**config.mk**
```make
export PLATFORM = sky130hd
export DESIGN_NAME = fft_frame_loader
export DESIGN_NICKNAME = d
export VERILOG_FILES = /design/src/rtl/fft_frame_loader.sv
export SDC_FILE = /design/constraint.sdc
export NUM_CORES = 1
export LEC_CHECK = 0
export CAP_MARGIN = 20
export CORE_MARGIN = 3
export CORE_UTILIZATION = 53
export CTS_BUF_LIST = sky130_fd_sc_hd__clkbuf_2 sky130_fd_sc_hd__clkbuf_4 sky130_fd_sc_hd__clkbuf_8
export CTS_CLUSTER_SIZE = 8
export DETAILED_ROUTE_END_ITERATION = 16
export HOLD_SLACK_MARGIN = 0.08
export PLACE_DENSITY = 0.81
export SLEW_MARGIN = 40
export SYNTH_ARGS = -nofsm -noshare
export SYNTH_HDL_FRONTEND = slang
export SYNTH_SLANG_ARGS = --single-unit
```
**constraint.sdc**
```tcl
create_clock -name clk -period 3.3 [get_ports clk]
set_input_delay 0.66 -clock clk [delete_from_list [all_inputs] [get_ports clk]]
set_output_delay 0.66 -clock clk [all_outputs]
set_load 0.1 [all_outputs]
```
**src/rtl/fft_frame_loader.sv**
```systemverilog
// Frame sequencer: fetches N samples from a handshaked source into the FFT input buffer,
// waits for fft_finish and optionally re-arms. Optional FFT watchdog: FFT_FRAME_LOADER_TIMEOUT_EN.
module fft_frame_loader #(
    parameter int N              = 32,
    parameter int SAMPLE_W       = 16,
    parameter int START_DELAY    = 4,
    parameter int GAP_W          = 16,
    parameter int TIMEOUT_CYCLES = 4096
) (
    input  logic                 clk,
    input  logic                 rst_n,
    input  logic                 enable,
    input  logic                 continuous,
    input  logic [GAP_W-1:0]     gap_cycles,
    output logic [$clog2(N)-1:0] src_addr,
    input  logic                 src_valid,
    input  logic [SAMPLE_W-1:0]  sample_in,
    output logic                 fft_we,
    output logic [$clog2(N)-1:0] fft_addr,
    output logic [SAMPLE_W-1:0]  fft_data,
    input  logic                 fft_finish,
    output logic                 busy,
    output logic                 frame_start,
    output logic [15:0]          frame_count,
    output logic                 timeout_err
);

    localparam int AW    = $clog2(N);
    localparam int DLY_W = (START_DELAY > 1) ? $clog2(START_DELAY) : 1;
    localparam int CNT_W = (GAP_W > DLY_W) ? GAP_W : DLY_W;
    localparam logic [AW-1:0] LAST_IDX = AW'(N - 1);

    if (N < 4 || (N & (N - 1)) != 0 || TIMEOUT_CYCLES < 1) begin : g_param_check
        $error("fft_frame_loader: N must be a power of two >= 4 and TIMEOUT_CYCLES >= 1");
    end

    typedef enum logic [2:0] {
        S_IDLE,
        S_DELAY,
        S_LOAD,
        S_WAIT,
        S_GAP
    } state_t;

    state_t            state_q, state_d;
    logic [AW-1:0]     idx_q, idx_d;
    logic [CNT_W-1:0]  cnt_q, cnt_d;
    logic              fft_we_q, fft_we_d;
    logic [AW-1:0]     fft_addr_q, fft_addr_d;
    logic [SAMPLE_W-1:0] fft_data_q, fft_data_d;
    logic              frame_start_q, frame_start_d;
    logic [15:0]       frame_count_q, frame_count_d;
    logic              timeout_err_q, timeout_err_d;
    logic              tmo_hit;
    logic              frame_end;

`ifdef FFT_FRAME_LOADER_TIMEOUT_EN
    localparam int TMO_W = $clog2(TIMEOUT_CYCLES + 1);
    logic [TMO_W-1:0] tmo_q, tmo_d;

    // Watchdog counts WAIT_FFT cycles; a real finish always wins over expiry.
    always_comb begin
        tmo_hit = (state_q == S_WAIT) && !fft_finish && (tmo_q == TMO_W'(TIMEOUT_CYCLES - 1));
        tmo_d   = '0;
        if (state_q == S_WAIT && !fft_finish && !tmo_hit) begin
            tmo_d = tmo_q + TMO_W'(1);
        end
    end

    always_ff @(posedge clk or negedge rst_n) begin
        if (!rst_n) begin
            tmo_q <= '0;
        end else begin
            tmo_q <= tmo_d;
        end
    end
`else
    assign tmo_hit = 1'b0;
`endif

    assign frame_end = (state_q == S_WAIT) && (fft_finish || tmo_hit);

    always_ff @(posedge clk or negedge rst_n) begin
        if (!rst_n) begin
            state_q <= S_IDLE;
        end else begin
            state_q <= state_d;
        end
    end

    always_comb begin
        state_d = state_q;
        unique case (state_q)
            S_IDLE: begin
                if (enable) begin
                    state_d = (START_DELAY == 0) ? S_LOAD : S_DELAY;
                end
            end
            S_DELAY, S_GAP: begin
                if (!enable) begin
                    state_d = S_IDLE;
                end else if (cnt_q == '0) begin
                    state_d = S_LOAD;
                end
            end
            S_LOAD: begin
                if (!enable) begin
                    state_d = S_IDLE;
                end else if (src_valid && idx_q == LAST_IDX) begin
                    state_d = S_WAIT;
                end
            end
            S_WAIT: begin
                if (frame_end) begin
                    if (continuous && enable) begin
                        state_d = (gap_cycles != '0) ? S_GAP : S_LOAD;
                    end else begin
                        state_d = S_IDLE;
                    end
                end
            end
            default: state_d = S_IDLE;
        endcase
    end

    // Delay and gap share one down-counter; it is preloaded in the state before each use.
    always_comb begin
        idx_d         = idx_q;
        cnt_d         = cnt_q;
        fft_we_d      = 1'b0;
        fft_addr_d    = fft_addr_q;
        fft_data_d    = fft_data_q;
        frame_start_d = (state_d == S_LOAD) && (state_q != S_LOAD);
        frame_count_d = frame_count_q;
        timeout_err_d = 1'b0;
        case (state_q)
            S_IDLE: cnt_d = CNT_W'(START_DELAY - 1);
            S_DELAY, S_GAP: cnt_d = cnt_q - CNT_W'(1);
            S_LOAD: begin
                if (enable && src_valid) begin
                    fft_we_d   = 1'b1;
                    fft_addr_d = idx_q;
                    fft_data_d = sample_in;
                    idx_d      = idx_q + AW'(1);
                end
            end
            S_WAIT: begin
                cnt_d         = CNT_W'(gap_cycles) - CNT_W'(1);
                timeout_err_d = tmo_hit;
                if (fft_finish) begin
                    frame_count_d = frame_count_q + 16'd1;
                end
            end
            default: ;
        endcase
        // Leaving LOAD, whether complete or abandoned, always restarts the next frame at 0.
        if (state_d != S_LOAD) begin
            idx_d = '0;
        end
    end

    always_ff @(posedge clk or negedge rst_n) begin
        if (!rst_n) begin
            idx_q         <= '0;
            cnt_q         <= '0;
            fft_we_q      <= 1'b0;
            fft_addr_q    <= '0;
            fft_data_q    <= '0;
            frame_start_q <= 1'b0;
            frame_count_q <= '0;
            timeout_err_q <= 1'b0;
        end else begin
            idx_q         <= idx_d;
            cnt_q         <= cnt_d;
            fft_we_q      <= fft_we_d;
            fft_addr_q    <= fft_addr_d;
            fft_data_q    <= fft_data_d;
            frame_start_q <= frame_start_d;
            frame_count_q <= frame_count_d;
            timeout_err_q <= timeout_err_d;
        end
    end

    assign src_addr    = idx_q;
    assign fft_we      = fft_we_q;
    assign fft_addr    = fft_addr_q;
    assign fft_data    = fft_data_q;
    assign busy        = (state_q != S_IDLE);
    assign frame_start = frame_start_q;
    assign frame_count = frame_count_q;
    assign timeout_err = timeout_err_q;

endmodule

```
==> flow_summary.yaml <==
timing:
  fmax_mhz: 400
  worst_slew_pin_slew_ns: 0.612
  relSlewSlack: 0.591
  setup_violations: 0
  hold_viol_final: 0
  rsz0062_at_grt: "no"
  fin_crit_ns: 2.50
  setup_tns_ns: 0
  fin_crit_sh: 0.757
  holdWs_ns: 0.282
  finalMaxSlewViolations: 0
  finClkSkew_ns: 0.0101
pwr:
  p_switching_uw: 1810
  power_leakage_uw: 0.00218
  internal_power_uw: 1890
  share_comb_of_total_power: 0.495
  powerDensity_mw_per_mm2: 773
  sw_frac_of_total: 0.489
  p_seq_frac: 0.293
  vdd_drop_max_v: 0.000638
  pwr-share-clk: 0.212
setup_path:
  cp-end-kind: "flop"
  cp_slowest_cell: "dfrtp_1"
  slowest_delay_ns: 0.36
  cp_common_cell: "buf_4"
  r2r_start: "state_q[0]"
  startpoint_type: "flop"
  r2r-end: "cnt_q[6]"
  worstSetupPathType: "reg -> reg"
  r2r_slack_ns: 0.80
  r2r.worst_path.cells: 10
  arrival_ns: 2.80
  cp.required_ns: 3.60
  critPathMaxFanout: 12
  crit_chain: "buf_4 -> and3b_1 -> mux2i_1 -> ha_1 -> buf_4 -> inv_1 -> a21o_1 -> xor2_1 -> a211oi_1 -> a221o_1"
cts:
  root_buffer: "clkbuf_8"
  clkTransAtPathRegs_ns: 0.08
  cts_resized: 0
  clk_path_buf_depth: 2
  insertion_delay_ns: 0.36
  cts_sinks: 63
  cts_buffers: 9
  tritoncts: "yes"
  cts_setup_buffers: 0
  hold_buffers: 0
  htree_num_levels: 3
die:
  rows: 30
  start_util: 0.551
  die_w_um: 90.2
  core-area_sq_mm: 0.00683
  num_io_pins: 84
  dieArea_sq_mm: 0.00814
  die_h_um: 90.2
yosys:
  synth.largest_area_cell: "dfrtp_1"
  ys.flop_type: "dfrtp_1"
  async_flop_share: 1.00
  ys_ff_latch: 63
  syn_area_sq_mm: 0.00376
  ys_seq_area_frac: 0.419
  netlist.area_leader.share: 0.419
  syn_nets: 441
  yosys-top-cells-area: "dfrtp_1, mux2_2, xnor2_1, nor2_1, nand2_1"
  synth_edf_count: 0
  synth.avg_cell_area_sq_um: 9.43
  yosys.cell_types.count: 63
  syn_inst: 399
  yosys_warnings: 0
global_routing:
  grtUsageTotal: 0.265
  grt_max_degree: 30
  antenna_found_initial: 0
  grt_pass1_vias: 3396
  grt_overflow_total: 0
  grt_pass1_wl_um: 17400
routing:
  drc_errors: 0
  antenna_left: 0
  firstDrtPassIters: 5
  drt-initial-drc-count: 388
  totalWireLength_um: 10600
  vias: 3541
  vias_per_cell: 6.08
  wl_per_cell_um: 18.2
cells_and_area:
  layout.cells.non_filler: 582
  nNetsFinal: 523
  utilization: 0.701
  drive_gt1_frac: 0.216
  area_delta_synth_final_pct: 27.3
  antenna_cells: 0
  fin_area_sq_mm: 0.00479
placed_design:
  place_hpwl_um: 7300
  io_buffers: 82
  gp_congestion: 0.967
  placed_cell_area_sq_mm: 0.00456
  placedCellCount: 566
hold_path:
  hold_path_class: "in -> async"
status:
  outcome: "completed"
run:
  cap_violations: 0
layout make-up:
cell class	instances	area (sq um)
tap	96	120
clock buffer	9	124
multi-input combinational	305	2050
clock inverter	7	104
inverter	9	33.8
timing repair buffer	93	786
fill	548	2040
sequential	63	1580
kinds of logic after synthesis:
logic type,share of synthesized area
compound gates,0.169
xor+xnor,0.0652
fa+ha+maj,0.0133
buf+inv,0.0369
flops,0.419
mux,0.0902
other cells,0.000997
simple gates,0.205
state kept, by name, indices dropped and copies added, names as in the netlist:
signal / cells
src_addr: 5
cnt_q: 16
fft_we: 1
frame_count: 16
frame_start: 1
fft_data: 16
state_q: 3
fft_addr: 5
layout by cell type (no fill, tap or decap), types with 4 or more instances in the layout:
cell type        instances
dfrtp_1                 63
buf_4                   56
nor2_1                  43
clkdlybuf4s50_1         36
nand2_1                 35
mux2_2                  23
xnor2_1                 20
nand3_1                 18
o21ai_0                 16
nor3_1                  15
a21oi_1                 13
and3_1                  10
clkbuf_8                 9
mux2i_1                  8
inv_1                    8
xor2_1                   8
a22oi_1                  7
a31oi_1                  6
nand4_1                  6
o22ai_1                  5
nor4_1                   5
nand2b_1                 4
o31ai_1                  4
ha_1                     4
through the flow:
stage	setup WS (ns)	total power [uW]
6_report	0.802	3700
5_1_grt	0.640	3880
4_1_cts	0.835	3700
3_5_place_dp	0.453	2910
3_3_place_gp	0.527	2860
2_1_floorplan	0.650	2460
synthesized netlist by cell type (6+ instances only):
cell,n
and3_1,10
nor2_1,43
mux2_2,23
xnor2_1,20
xor2_1,8
inv_1,8
a31oi_1,6
nand2_1,35
nand4_1,6
o21ai_0,16
buf_2,6
dfrtp_1,63
a22oi_1,7
clkbuf_1,11
a21oi_1,13
mux2i_1,8
nor3_1,15
nand3_1,18
worst max-delay path by stage:
| stage | cells past startpoint | endpoint | start | slack [ns] |
|---|---|---|---|---|
| after global placement | 7 | cnt_q[15] | gap_cycles[2] | 0.53 |
| after CTS | 7 | cnt_q[15] | gap_cycles[2] | 0.84 |
| after global routing | 10 | cnt_q[6] | state_q[0] | 0.64 |
| after detailed placement | 7 | cnt_q[15] | gap_cycles[2] | 0.45 |
| final | 10 | cnt_q[6] | state_q[0] | 0.80 |
| after floorplan | 11 | cnt_q[10] | state_q[0] | 0.65 |
per-layer routing:
layer | routed length, um | up-vias | GRT usage | share of wire
met5 | 0 | - | 0 | 0
li1 | - | 1612 | - | -
met4 | 151 | 0 | 0.0804 | 0.014
met3 | 1180 | 15 | 0.0937 | 0.11
met2 | 5040 | 202 | 0.421 | 0.48
met1 | 4210 | 1712 | 0.340 | 0.40
worst max-delay path, delay by kind of cell (launching register included):
family | cells | cell delay, ns
AOI/OAI and AO/OA | 3 | 0.70
xor gates and xnor gates | 1 | 0.15
adders and majority gates | 1 | 0.28
buffers and inverters | 3 | 0.48
DFF | 1 | 0.36
muxes | 1 | 0.22
and+or+nand+nor | 1 | 0.26
power by group through the flow:
stage / registers [uW] / clock network [uW] / logic [uW]
after floorplan: 1630 / 0 / 840
after global placement: 1080 / 0 / 1790
after detailed placement: 1090 / 0 / 1810
after CTS: 1080 / 795 / 1820
after global routing: 1110 / 829 / 1950
final: 1080 / 784 / 1830
No activity file was read; power rests on OpenSTA's default activity.
